[config.mk]
export PLATFORM = sky130hd
export DESIGN_NAME = vram_arbiter_flat
export DESIGN_NICKNAME = d
export VERILOG_FILES = /design/src/rtl/vram_pkg.sv /design/src/rtl/vram_if.sv /design/src/rtl/vram_clear_seq.sv /design/src/rtl/vram_arbiter.sv /design/src/flat_wrapper.sv
export SDC_FILE = /design/constraint.sdc
export NUM_CORES = 1
export LEC_CHECK = 0
export BUFFER_PORTS_ARGS = -buffer_cell sky130_fd_sc_hd__buf_2
export CAP_MARGIN = 20
export CORE_MARGIN = 5
export CORE_UTILIZATION = 48
export DETAILED_ROUTE_END_ITERATION = 16
export GPL_TIMING_DRIVEN = 0
export PLACE_DENSITY = 0.86
export SYNTH_ARGS = -nofsm -noshare
export SYNTH_HDL_FRONTEND = slang
export SYNTH_SLANG_ARGS = --single-unit
[constraint.sdc]
create_clock -name vga_clk -period 4.87 [get_ports vga_clk]
set_input_delay 1.2175 -clock vga_clk [delete_from_list [all_inputs] [get_ports vga_clk]]
set_output_delay 1.2175 -clock vga_clk [all_outputs]
set_load 0.05 [all_outputs]
[src/rtl/vram_pkg.sv]
// Shared constants, clear-FSM state type and address packing for the VRAM arbiter.
// Optional build macro used elsewhere in this slice: VRAM_VBLANK_LOCK_EN.
package vram_pkg;
  localparam int H_ACTIVE_DEF = 640;
  localparam int V_ACTIVE_DEF = 480;
  localparam int PIX_W        = 12;
  localparam int ROW_W        = 9;
  localparam int COL_W        = 10;
  localparam int ADDR_W       = 19;

  typedef enum logic [0:0] {
    IDLE  = 1'b0,
    SWEEP = 1'b1
  } clr_state_e;

  // RAM address is the row/col pair concatenated, row in the upper bits
  function automatic logic [ADDR_W-1:0] pack_addr(input logic [ROW_W-1:0] row,
                                                  input logic [COL_W-1:0] col);
    return {row, col};
  endfunction
endpackage

[src/rtl/vram_if.sv]
// Bundle of scan-out, writer, clear-control and RAM-side signals of the VRAM arbiter.
// vga_vblank exists only when VRAM_VBLANK_LOCK_EN is defined.
interface vram_if;
  import vram_pkg::*;

  logic              vga_rdn;
  logic [ROW_W-1:0]  vga_row;
  logic [COL_W-1:0]  vga_col;
  logic [PIX_W-1:0]  vga_data;
`ifdef VRAM_VBLANK_LOCK_EN
  logic              vga_vblank;
`endif

  logic              w0_valid, w1_valid;
  logic              w0_ready, w1_ready;
  logic [ROW_W-1:0]  w0_row, w1_row;
  logic [COL_W-1:0]  w0_col, w1_col;
  logic [PIX_W-1:0]  w0_data, w1_data;

  logic              clr_start;
  logic [PIX_W-1:0]  clr_color;
  logic              clr_busy;

  logic [ADDR_W-1:0] ram_addr;
  logic              ram_we;
  logic [PIX_W-1:0]  ram_wdata;
  logic [PIX_W-1:0]  ram_rdata;

  // arbiter side
  modport slave (
`ifdef VRAM_VBLANK_LOCK_EN
    input  vga_vblank,
`endif
    input  vga_rdn, vga_row, vga_col,
    input  w0_valid, w0_row, w0_col, w0_data,
    input  w1_valid, w1_row, w1_col, w1_data,
    input  clr_start, clr_color, ram_rdata,
    output vga_data, w0_ready, w1_ready, clr_busy,
    output ram_addr, ram_we, ram_wdata
  );

  // client / RAM side
  modport master (
`ifdef VRAM_VBLANK_LOCK_EN
    output vga_vblank,
`endif
    output vga_rdn, vga_row, vga_col,
    output w0_valid, w0_row, w0_col, w0_data,
    output w1_valid, w1_row, w1_col, w1_data,
    output clr_start, clr_color, ram_rdata,
    input  vga_data, w0_ready, w1_ready, clr_busy,
    input  ram_addr, ram_we, ram_wdata
  );
endinterface

[src/rtl/vram_clear_seq.sv]
// Full-screen clear sweeper: latches a colour on start, then writes it to every
// visible pixel in raster order, one pixel per free RAM slot.
module vram_clear_seq
  import vram_pkg::*;
#(
  parameter int H_ACTIVE = H_ACTIVE_DEF,
  parameter int V_ACTIVE = V_ACTIVE_DEF
) (
  input  logic              clk,
  input  logic              rst,
  input  logic              start_i,
  input  logic [PIX_W-1:0]  color_i,
  input  logic              slot_free_i,
  output logic              wr_en_o,
  output logic [ADDR_W-1:0] addr_o,
  output logic [PIX_W-1:0]  data_o,
  output logic              busy_o
);
  clr_state_e       state_q, state_d;
  logic [PIX_W-1:0] color_q, color_d;
  logic [ROW_W-1:0] row_q, row_d;
  logic [COL_W-1:0] col_q, col_d;
  logic             last_col, last_px;

  assign busy_o   = (state_q == SWEEP);
  assign wr_en_o  = busy_o && slot_free_i;
  assign addr_o   = pack_addr(row_q, col_q);
  assign data_o   = color_q;
  assign last_col = (col_q == COL_W'(H_ACTIVE - 1));
  assign last_px  = last_col && (row_q == ROW_W'(V_ACTIVE - 1));

  // next state: start is only honoured in IDLE; pointer advances only on a granted slot
  always_comb begin
    state_d = state_q;
    color_d = color_q;
    row_d   = row_q;
    col_d   = col_q;
    case (state_q)
      IDLE: begin
        if (start_i) begin
          state_d = SWEEP;
          color_d = color_i;
          row_d   = '0;
          col_d   = '0;
        end
      end
      SWEEP: begin
        if (slot_free_i) begin
          if (last_px) state_d = IDLE;
          if (last_col) begin
            col_d = '0;
            row_d = row_q + ROW_W'(1);
          end else begin
            col_d = col_q + COL_W'(1);
          end
        end
      end
      default: state_d = IDLE;
    endcase
  end

  // state, colour latch and sweep pointer
  always_ff @(posedge clk or posedge rst) begin
    if (rst) begin
      state_q <= IDLE;
      color_q <= '0;
      row_q   <= '0;
      col_q   <= '0;
    end else begin
      state_q <= state_d;
      color_q <= color_d;
      row_q   <= row_d;
      col_q   <= col_d;
    end
  end
endmodule

[src/rtl/vram_arbiter.sv]
// Single-port pixel RAM arbiter: VGA scan-out read > clear sweep > round-robin writers.
// Build option VRAM_VBLANK_LOCK_EN adds vga_vblank and restricts writer 1 to vblank.
module vram_arbiter
  import vram_pkg::*;
#(
  parameter int H_ACTIVE = H_ACTIVE_DEF,
  parameter int V_ACTIVE = V_ACTIVE_DEF
) (
  input  logic  vga_clk,
  input  logic  rst,
  vram_if.slave vif
);
  logic              rd_slot;
  logic              clr_we, clr_busy;
  logic [ADDR_W-1:0] clr_addr;
  logic [PIX_W-1:0]  clr_data;
  logic              w1_elig, gnt0, gnt1;
  logic [ROW_W-1:0]  sel_row;
  logic [COL_W-1:0]  sel_col;
  logic [PIX_W-1:0]  sel_data;
  logic              in_range;
  logic              rr_last_q, rr_last_d;

  assign rd_slot      = !vif.vga_rdn;
  assign vif.vga_data = vif.ram_rdata;
  assign vif.clr_busy = clr_busy;

  vram_clear_seq #(
    .H_ACTIVE (H_ACTIVE),
    .V_ACTIVE (V_ACTIVE)
  ) u_clr (
    .clk         (vga_clk),
    .rst         (rst),
    .start_i     (vif.clr_start),
    .color_i     (vif.clr_color),
    .slot_free_i (!rd_slot),
    .wr_en_o     (clr_we),
    .addr_o      (clr_addr),
    .data_o      (clr_data),
    .busy_o      (clr_busy)
  );

`ifdef VRAM_VBLANK_LOCK_EN
  // UI painter only touches the frame while the beam is in vertical blanking
  assign w1_elig = vif.w1_valid && vif.vga_vblank;
`else
  assign w1_elig = vif.w1_valid;
`endif

  // w1 wins when alone, or on a tie when w0 was served last
  assign gnt1     = w1_elig && (!vif.w0_valid || !rr_last_q);
  assign gnt0     = vif.w0_valid && !gnt1;
  assign sel_row  = gnt1 ? vif.w1_row  : vif.w0_row;
  assign sel_col  = gnt1 ? vif.w1_col  : vif.w0_col;
  assign sel_data = gnt1 ? vif.w1_data : vif.w0_data;
  assign in_range = (int'(sel_row) < V_ACTIVE) && (int'(sel_col) < H_ACTIVE);

  // slot owner selection; reset forces the RAM strobe and grants low
  always_comb begin
    vif.ram_addr  = pack_addr(vif.vga_row, vif.vga_col);
    vif.ram_we    = 1'b0;
    vif.ram_wdata = '0;
    vif.w0_ready  = 1'b0;
    vif.w1_ready  = 1'b0;
    rr_last_d     = rr_last_q;
    if (rst) begin
      vif.ram_addr = '0;
    end else if (rd_slot) begin
      // scan-out owns the slot; address already defaulted to the VGA position
    end else if (clr_busy) begin
      vif.ram_addr  = clr_addr;
      vif.ram_we    = clr_we;
      vif.ram_wdata = clr_data;
    end else if (gnt0 || gnt1) begin
      // out-of-range pixels are consumed but never reach the RAM
      vif.w0_ready  = gnt0;
      vif.w1_ready  = gnt1;
      rr_last_d     = gnt1;
      vif.ram_addr  = pack_addr(sel_row, sel_col);
      vif.ram_we    = in_range;
      vif.ram_wdata = sel_data;
    end
  end

  // round-robin history; starts at 1 so w0 takes the first tie
  always_ff @(posedge vga_clk or posedge rst) begin
    if (rst) rr_last_q <= 1'b1;
    else     rr_last_q <= rr_last_d;
  end
endmodule

[src/flat_wrapper.sv]
// flat-port wrapper written by rule: the top's interface ports become plain ports
module vram_arbiter_flat import vram_pkg::*;
#(
  parameter int H_ACTIVE = H_ACTIVE_DEF,
  parameter int V_ACTIVE = V_ACTIVE_DEF
)
  (vga_clk, rst, vif_vga_rdn, vif_vga_row, vif_vga_col, vif_w0_valid, vif_w0_row, vif_w0_col, vif_w0_data, vif_w1_valid, vif_w1_row, vif_w1_col, vif_w1_data, vif_clr_start, vif_clr_color, vif_ram_rdata, vif_vga_data, vif_w0_ready, vif_w1_ready, vif_clr_busy, vif_ram_addr, vif_ram_we, vif_ram_wdata);
  vram_if vif_i ();
  input  logic vga_clk;
  input  logic rst;
  input wire logic [$bits(vif_i.vga_rdn)-1:0] vif_vga_rdn;
  input wire logic [$bits(vif_i.vga_row)-1:0] vif_vga_row;
  input wire logic [$bits(vif_i.vga_col)-1:0] vif_vga_col;
  input wire logic [$bits(vif_i.w0_valid)-1:0] vif_w0_valid;
  input wire logic [$bits(vif_i.w0_row)-1:0] vif_w0_row;
  input wire logic [$bits(vif_i.w0_col)-1:0] vif_w0_col;
  input wire logic [$bits(vif_i.w0_data)-1:0] vif_w0_data;
  input wire logic [$bits(vif_i.w1_valid)-1:0] vif_w1_valid;
  input wire logic [$bits(vif_i.w1_row)-1:0] vif_w1_row;
  input wire logic [$bits(vif_i.w1_col)-1:0] vif_w1_col;
  input wire logic [$bits(vif_i.w1_data)-1:0] vif_w1_data;
  input wire logic [$bits(vif_i.clr_start)-1:0] vif_clr_start;
  input wire logic [$bits(vif_i.clr_color)-1:0] vif_clr_color;
  input wire logic [$bits(vif_i.ram_rdata)-1:0] vif_ram_rdata;
  output wire logic [$bits(vif_i.vga_data)-1:0] vif_vga_data;
  output wire logic [$bits(vif_i.w0_ready)-1:0] vif_w0_ready;
  output wire logic [$bits(vif_i.w1_ready)-1:0] vif_w1_ready;
  output wire logic [$bits(vif_i.clr_busy)-1:0] vif_clr_busy;
  output wire logic [$bits(vif_i.ram_addr)-1:0] vif_ram_addr;
  output wire logic [$bits(vif_i.ram_we)-1:0] vif_ram_we;
  output wire logic [$bits(vif_i.ram_wdata)-1:0] vif_ram_wdata;
  assign vif_i.vga_rdn = vif_vga_rdn;
  assign vif_i.vga_row = vif_vga_row;
  assign vif_i.vga_col = vif_vga_col;
  assign vif_i.w0_valid = vif_w0_valid;
  assign vif_i.w0_row = vif_w0_row;
  assign vif_i.w0_col = vif_w0_col;
  assign vif_i.w0_data = vif_w0_data;
  assign vif_i.w1_valid = vif_w1_valid;
  assign vif_i.w1_row = vif_w1_row;
  assign vif_i.w1_col = vif_w1_col;
  assign vif_i.w1_data = vif_w1_data;
  assign vif_i.clr_start = vif_clr_start;
  assign vif_i.clr_color = vif_clr_color;
  assign vif_i.ram_rdata = vif_ram_rdata;
  assign vif_vga_data = vif_i.vga_data;
  assign vif_w0_ready = vif_i.w0_ready;
  assign vif_w1_ready = vif_i.w1_ready;
  assign vif_clr_busy = vif_i.clr_busy;
  assign vif_ram_addr = vif_i.ram_addr;
  assign vif_ram_we = vif_i.ram_we;
  assign vif_ram_wdata = vif_i.ram_wdata;
  vram_arbiter #(.H_ACTIVE(H_ACTIVE), .V_ACTIVE(V_ACTIVE)) u_core (.vga_clk(vga_clk), .rst(rst), .vif(vif_i));
endmodule
Word level (Yosys, flattened, before mapping):

Index checks and enable logic that the tools add are counted.

* add/subtract/negate cells: 2
* magnitude comparators: 2
* eq/ne operators: 5
* mux-type cells: 35
* bitwise logic cells: 2
* reduce and logical (&&, ||, !) cells: 14

Operator list (number)
* two-way mux 19 bit: 4
* two-way mux 12 bit: 5
* two-way mux 10 bit: 4
* two-way mux 9 bit: 4
* one-hot mux 10 bit (2 select lines): 1
* one-hot mux 9 bit (2 select lines): 1
* two-way mux 1 bit: 15
* adder 10 x 1 -> 10 bit (second input constant): 1
* equality test 10 bit (second input constant): 1
* less-than comparator 10 bit (second input constant): 1
* adder 9 x 1 -> 9 bit (second input constant): 1
* equality test 9 bit (second input constant): 1
* less-than comparator 9 bit (second input constant): 1
* logical AND 1 bit: 5
* inequality test 2 bit (second input constant): 2
* AND reduction 2 bit: 2
* AND reduction 4 bit: 1
* logical NOT 1 bit: 3
* AND reduction 3 bit: 1
* logical OR 1 bit: 2
* inequality test 2 x 1 -> 1 bit (second input constant): 1
* NOT 1 bit: 2
* one-hot mux 1 bit (2 select lines): 1

* register bits: 33
* bits of input ports: 111
* output and inout port bits: 47
* word-level logic and storage cells: 65

Depth between registers and ports, before layout:

* depth in word-level cells: 10
* mapped depth: 7
* gate-level depth less buffers: 5

By module:

From an unflattened synthesis, not the netlist that was laid out.

* cell total of the unflattened synthesis: 340
* area, all modules: 2781.4 µm²

By module, submodules not included
* vram_clear_seq: times used 1, cells each 138, area an instance 1527.7 µm², seq. area each 800.8 µm²
* vram_arbiter: times used 1, cells each 202, area an instance 1253.7 µm², seq. area each 26.3 µm²

Worst setup path before layout:

OpenSTA, ideal clock, no wires.

* path type: in2out
* start point: in vif_w1_valid
* end point: out vif_ram_addr[12]
* arrival time: 4312 ps
* data required time: 3653 ps
* slack: -659 ps
* cell stages on the path: 6
* path buffers: 2
* cell sequence: a21bo_1 -> buf_4 -> buf_4 -> nand3b_1 -> o21ai_1 -> a2111oi_0

* longest elaborated chain between the ends: 8
* elaborated cells on any way between the ends: 9
* those cells by class: mux (5); reduce/logical (4)

RTL lines
* from (decl): RTL line flat_wrapper.sv:18 `input wire logic [$bits(vif_i.w1_valid)-1:0] vif_w1_valid;`
* logical AND 1 bit *: RTL line vram_arbiter.sv:51 `assign gnt1 = w1_elig && (!vif.w0_valid || !rr_last_q);`
* logical NOT 1 bit: RTL line vram_arbiter.sv:52 `assign gnt0 = vif.w0_valid && !gnt1;`
* logical AND 1 bit: RTL line vram_arbiter.sv:52
* logical OR 1 bit: RTL line vram_arbiter.sv:74 `end else if (gnt0 || gnt1) begin`
* two-way mux 19 bit *: RTL line vram_arbiter.sv:74
* two-way mux 19 bit *: RTL line vram_arbiter.sv:70 `end else if (clr_busy) begin`
* two-way mux 19 bit *: RTL line vram_arbiter.sv:68 `end else if (rd_slot) begin`
* two-way mux 19 bit *: RTL line vram_arbiter.sv:66 `if (rst) begin`
* to (decl): RTL line flat_wrapper.sv:29 `output wire logic [$bits(vif_i.ram_addr)-1:0] vif_ram_addr;`

Every way passes the cells marked *; elsewhere a longest branch is shown, timed or not.

Final worst setup path:

* start point: in vif_w0_valid
* end point: out vif_ram_wdata[10]

* longest elaborated chain between the ends: 10
* elaborated cells on any way between the ends: 11
* those cells by class: mux (5); reduce/logical (6)

RTL lines
* from (decl): RTL line flat_wrapper.sv:14 `input wire logic [$bits(vif_i.w0_valid)-1:0] vif_w0_valid;`
* logical NOT 1 bit: RTL line vram_arbiter.sv:51
* logical OR 1 bit: RTL line vram_arbiter.sv:51
* logical AND 1 bit: RTL line vram_arbiter.sv:51
* logical NOT 1 bit: RTL line vram_arbiter.sv:52
* logical AND 1 bit: RTL line vram_arbiter.sv:52
* logical OR 1 bit: RTL line vram_arbiter.sv:74
* two-way mux 12 bit *: RTL line vram_arbiter.sv:74
* two-way mux 12 bit *: RTL line vram_arbiter.sv:70
* two-way mux 12 bit *: RTL line vram_arbiter.sv:68
* two-way mux 12 bit *: RTL line vram_arbiter.sv:66
* to (decl): RTL line flat_wrapper.sv:31 `output wire logic [$bits(vif_i.ram_wdata)-1:0] vif_ram_wdata;`

Marks and branches as above.

==> flow_metrics.tcl <==
set metrics [dict create \
    status "finished, final reports clean" \
    cp_cell_sequence "buf_2 > buf_2 > clkbuf_1 > nand3_1 > a21o_1 > a21oi_1 > buf_2" \
    synthToLayoutAreaGrowth_pct 35.3 \
    routedWlPerCell_um 17.7 \
    cts_resized 0 \
    grt_first_pass_wirelength_mm 16.4 \
    core_um2 5570 \
    maxSlewViolCount 0 \
    dr.pass1.iters 5 \
    critical_path_class "in -> out" \
    cap_violations 0 \
    syn-mean-instance-area_um2 7.26 \
    drive_above_1_share_pct 33.6 \
    cts_root_buffer "clkbuf_8" \
    cts_sinks 33 \
    fillers 490 \
    cts_tree "done" \
    start_util_pct 49.9 \
    cts-buffers-inserted 5 \
    hpwl_mm 8.43 \
    rsz0062_at_grt "false" \
    synth-xor-area-share_pct 0.630 \
    route.detailed.drc 0 \
    arrival_ns 2.97 \
    required_ns 3.65 \
    clk_latency_ns 0.29 \
    finalNonFillerCells 608 \
    final_area_um2 3760 \
    diodes 0 \
    synth-seq-area-share_pct 29.8 \
    synthCells 383 \
    critPathSlowestCell "clkbuf_1" \
    nNetsFinal 648 \
    synth-simple-area-share_pct 32.1 \
    postCtsSetupRepairBufs 0 \
    drt_iter0_drc 282 \
    antenna_found_initial 0 \
    ant_nets 0 \
    io_buffers 144 \
    grt-ovfl-total 0 \
    dieArea_um2 7410 \
    synth_compound_area_share_pct 25.0 \
    async_reset_ff_share_pct 100 \
    post_dp_cell_area_um2 3630 \
    pwr_density_cell_nw_per_um2 295 \
    h-tree-depth 2 \
    slew_headroom_pct 50.3 \
    final_common_cell "buf_2" \
    grt_max_degree 23 \
    crit_path_end_kind "primary output" \
    wirelength_mm 10.8 \
    fin_worst_skew_ns 0.00962 \
    gp_congestion 0.934 \
    ys_types 47 \
    timing.fmax_mhz 239 \
    utilization_pct 67.5 \
    slowest_delay_ns 0.50 \
    path_clk_slew_ns 0.07 \
    dp.cells 600 \
    clock_path_buffers 2 \
    grt_usage_pct 27.6 \
    via_per_inst 6.01 \
    synth_top_family_by_area "simple AND/OR/NAND/NOR gates" \
    holdWs_ns 0.487 \
    max-vdd-ir-drop_v 0.000202 \
    grt_pass1_vias 3434 \
    synth_edf_count 0 \
    period_share_pct 86.0 \
    cts_hold_buf 0 \
    final_cell_mix "152 x buf_2, 81 x nand2_1, 39 x nor2_1" \
    num_rows 27 \
    die_width_um 86.1 \
    yosys_most_used_dff "dfrtp_1" \
    worst_pin_slew_ns 0.745 \
    ys_seq_elements 33 \
    hold_class "reg -> reg" \
    leakage_uw 0.00186 \
    setup_viol 0 \
    critPathLaunchType "input pin" \
    ios 158 \
    final.min_clock_period_ns 4.19 \
    synthMuxAreaShare_pct 2.88 \
    path_max_fanout 10 \
    die_h_um 86.1 \
    synthAdderAreaFrac_pct 0.900 \
    via_count 3654 \
    synth_area_um2 2780 \
    ys.warnings.count 0 \
    hold_viol 0 \
    synth_nets 496 \
    path_common_cell "buf_2" \
]
==> Yosys cell counts (2+ instances only) <==
library cell	count	share of area, %
o21ai_0	17	3.1
mux2i_1	8	2.9
nor3_1	6	1.1
nand2_1	81	11
buf_1	2	0.27
nand4_1	7	1.6
a2111oi_0	10	3.2
nand3b_1	8	2.2
nand2b_1	3	0.68
a311oi_1	6	1.9
o41ai_1	3	0.95
a31oi_1	4	0.90
nor2b_1	3	0.68
o221ai_1	2	0.63
o31ai_1	4	1.1
nand3_1	25	4.5
a21o_1	14	3.8
clkbuf_1	19	2.6
nor2_1	39	5.3
inv_1	5	0.68
buf_2	8	1.4
buf_4	14	3.8
or3_1	3	0.68
o21ai_1	7	1.3
a211o_1	4	1.3
dfrtp_1	32	29
and4_1	2	0.63
and2_1	2	0.45
ha_1	2	0.90
or4_1	6	1.6
a21oi_1	21	3.8
==> sequential cells by signal, summed over array words and instances, names as in the netlist <==
signal,flops
u_core.rr_last_q,1
u_core.u_clr.busy_o,1
u_core.u_clr.col_q,10
u_core.u_clr.data_o,12
u_core.u_clr.row_q,9
==> critical path, delay by kind of cell <==
| family | cells | cell delay, ns |
|---|---|---|
| AOI/OAI and AO/OA | 2 | 0.37 |
| buffers and inverters | 4 | 1.22 |
| and+or+nand+nor | 1 | 0.16 |
==> layout make-up <==
cell class	instances	area [um^2]	share of cell area (%)
multi-input combinational	302	1720	45.7
sequential	33	827	22.0
inverter	5	18.8	0.499
clock buffer	5	68.8	1.83
clock inverter	3	65.1	1.73
timing repair buffer	145	748	19.9
buffer	43	224	5.96
tap	72	90.1	2.40
==> per-stage QoR <==
stage / power (uW) / worst slack [ns] / TNS [ns]
detailed placement: 797 / 0.725 / 0
CTS: 1110 / 0.721 / 0
global route: 1170 / 0.494 / 0
floorplan: 660 / -0.648 / -1.95
global placement: 781 / 0.164 / 0
finish: 1110 / 0.681 / 0
==> cell families (layout without fill, tap and decap cells) <==
| logic type | Yosys count | count (layout) |
|---|---|---|
| AOI/OAI and AO/OA | 101 | 101 |
| DFF | 33 | 33 |
| buffers and inverters | 48 | 201 |
| adders and majority gates | 2 | 2 |
| and+or+nand+nor | 189 | 189 |
| muxes | 8 | 8 |
| xor gates and xnor gates | 2 | 2 |
==> path summary, 6_finish.rpt <==
check	startpoint	cells after the start	slack [ns]	to
max	vif_w0_valid	7	0.68	vif_ram_wdata[10]
min	u_core.u_clr.data_o[5]	2	0.49	u_core.u_clr.data_o[5]
max reg2reg	u_core.u_clr.col_q[0]	7	2.82	u_core.u_clr.row_q[7]
min reg2reg	u_core.u_clr.data_o[5]	2	0.49	u_core.u_clr.data_o[5]
max in group asynchronous	rst	3	3.11	u_core.u_clr.row_q[2]
min in group asynchronous	rst	2	1.19	u_core.u_clr.col_q[8]
==> per-layer routing <==
layer	part of all wire (%)	routed length [um]	GRT usage (%)	vias to the layer above
met1	38	4110	33.1	1681
met2	48	5160	46.8	250
met4	4.1	440	13.5	0
met5	0	0	0	-
li1	-	-	-	1671
met3	9.9	1070	5.48	52
==> where the power goes <==
| group | internal (uW) | switching (uW) |
|---|---|---|
| logic | 140 | 284 |
| clock network | 203 | 108 |
| registers | 326 | 47.5 |
| total | 670 | 440 |
(Power assumes the default switching activity.)
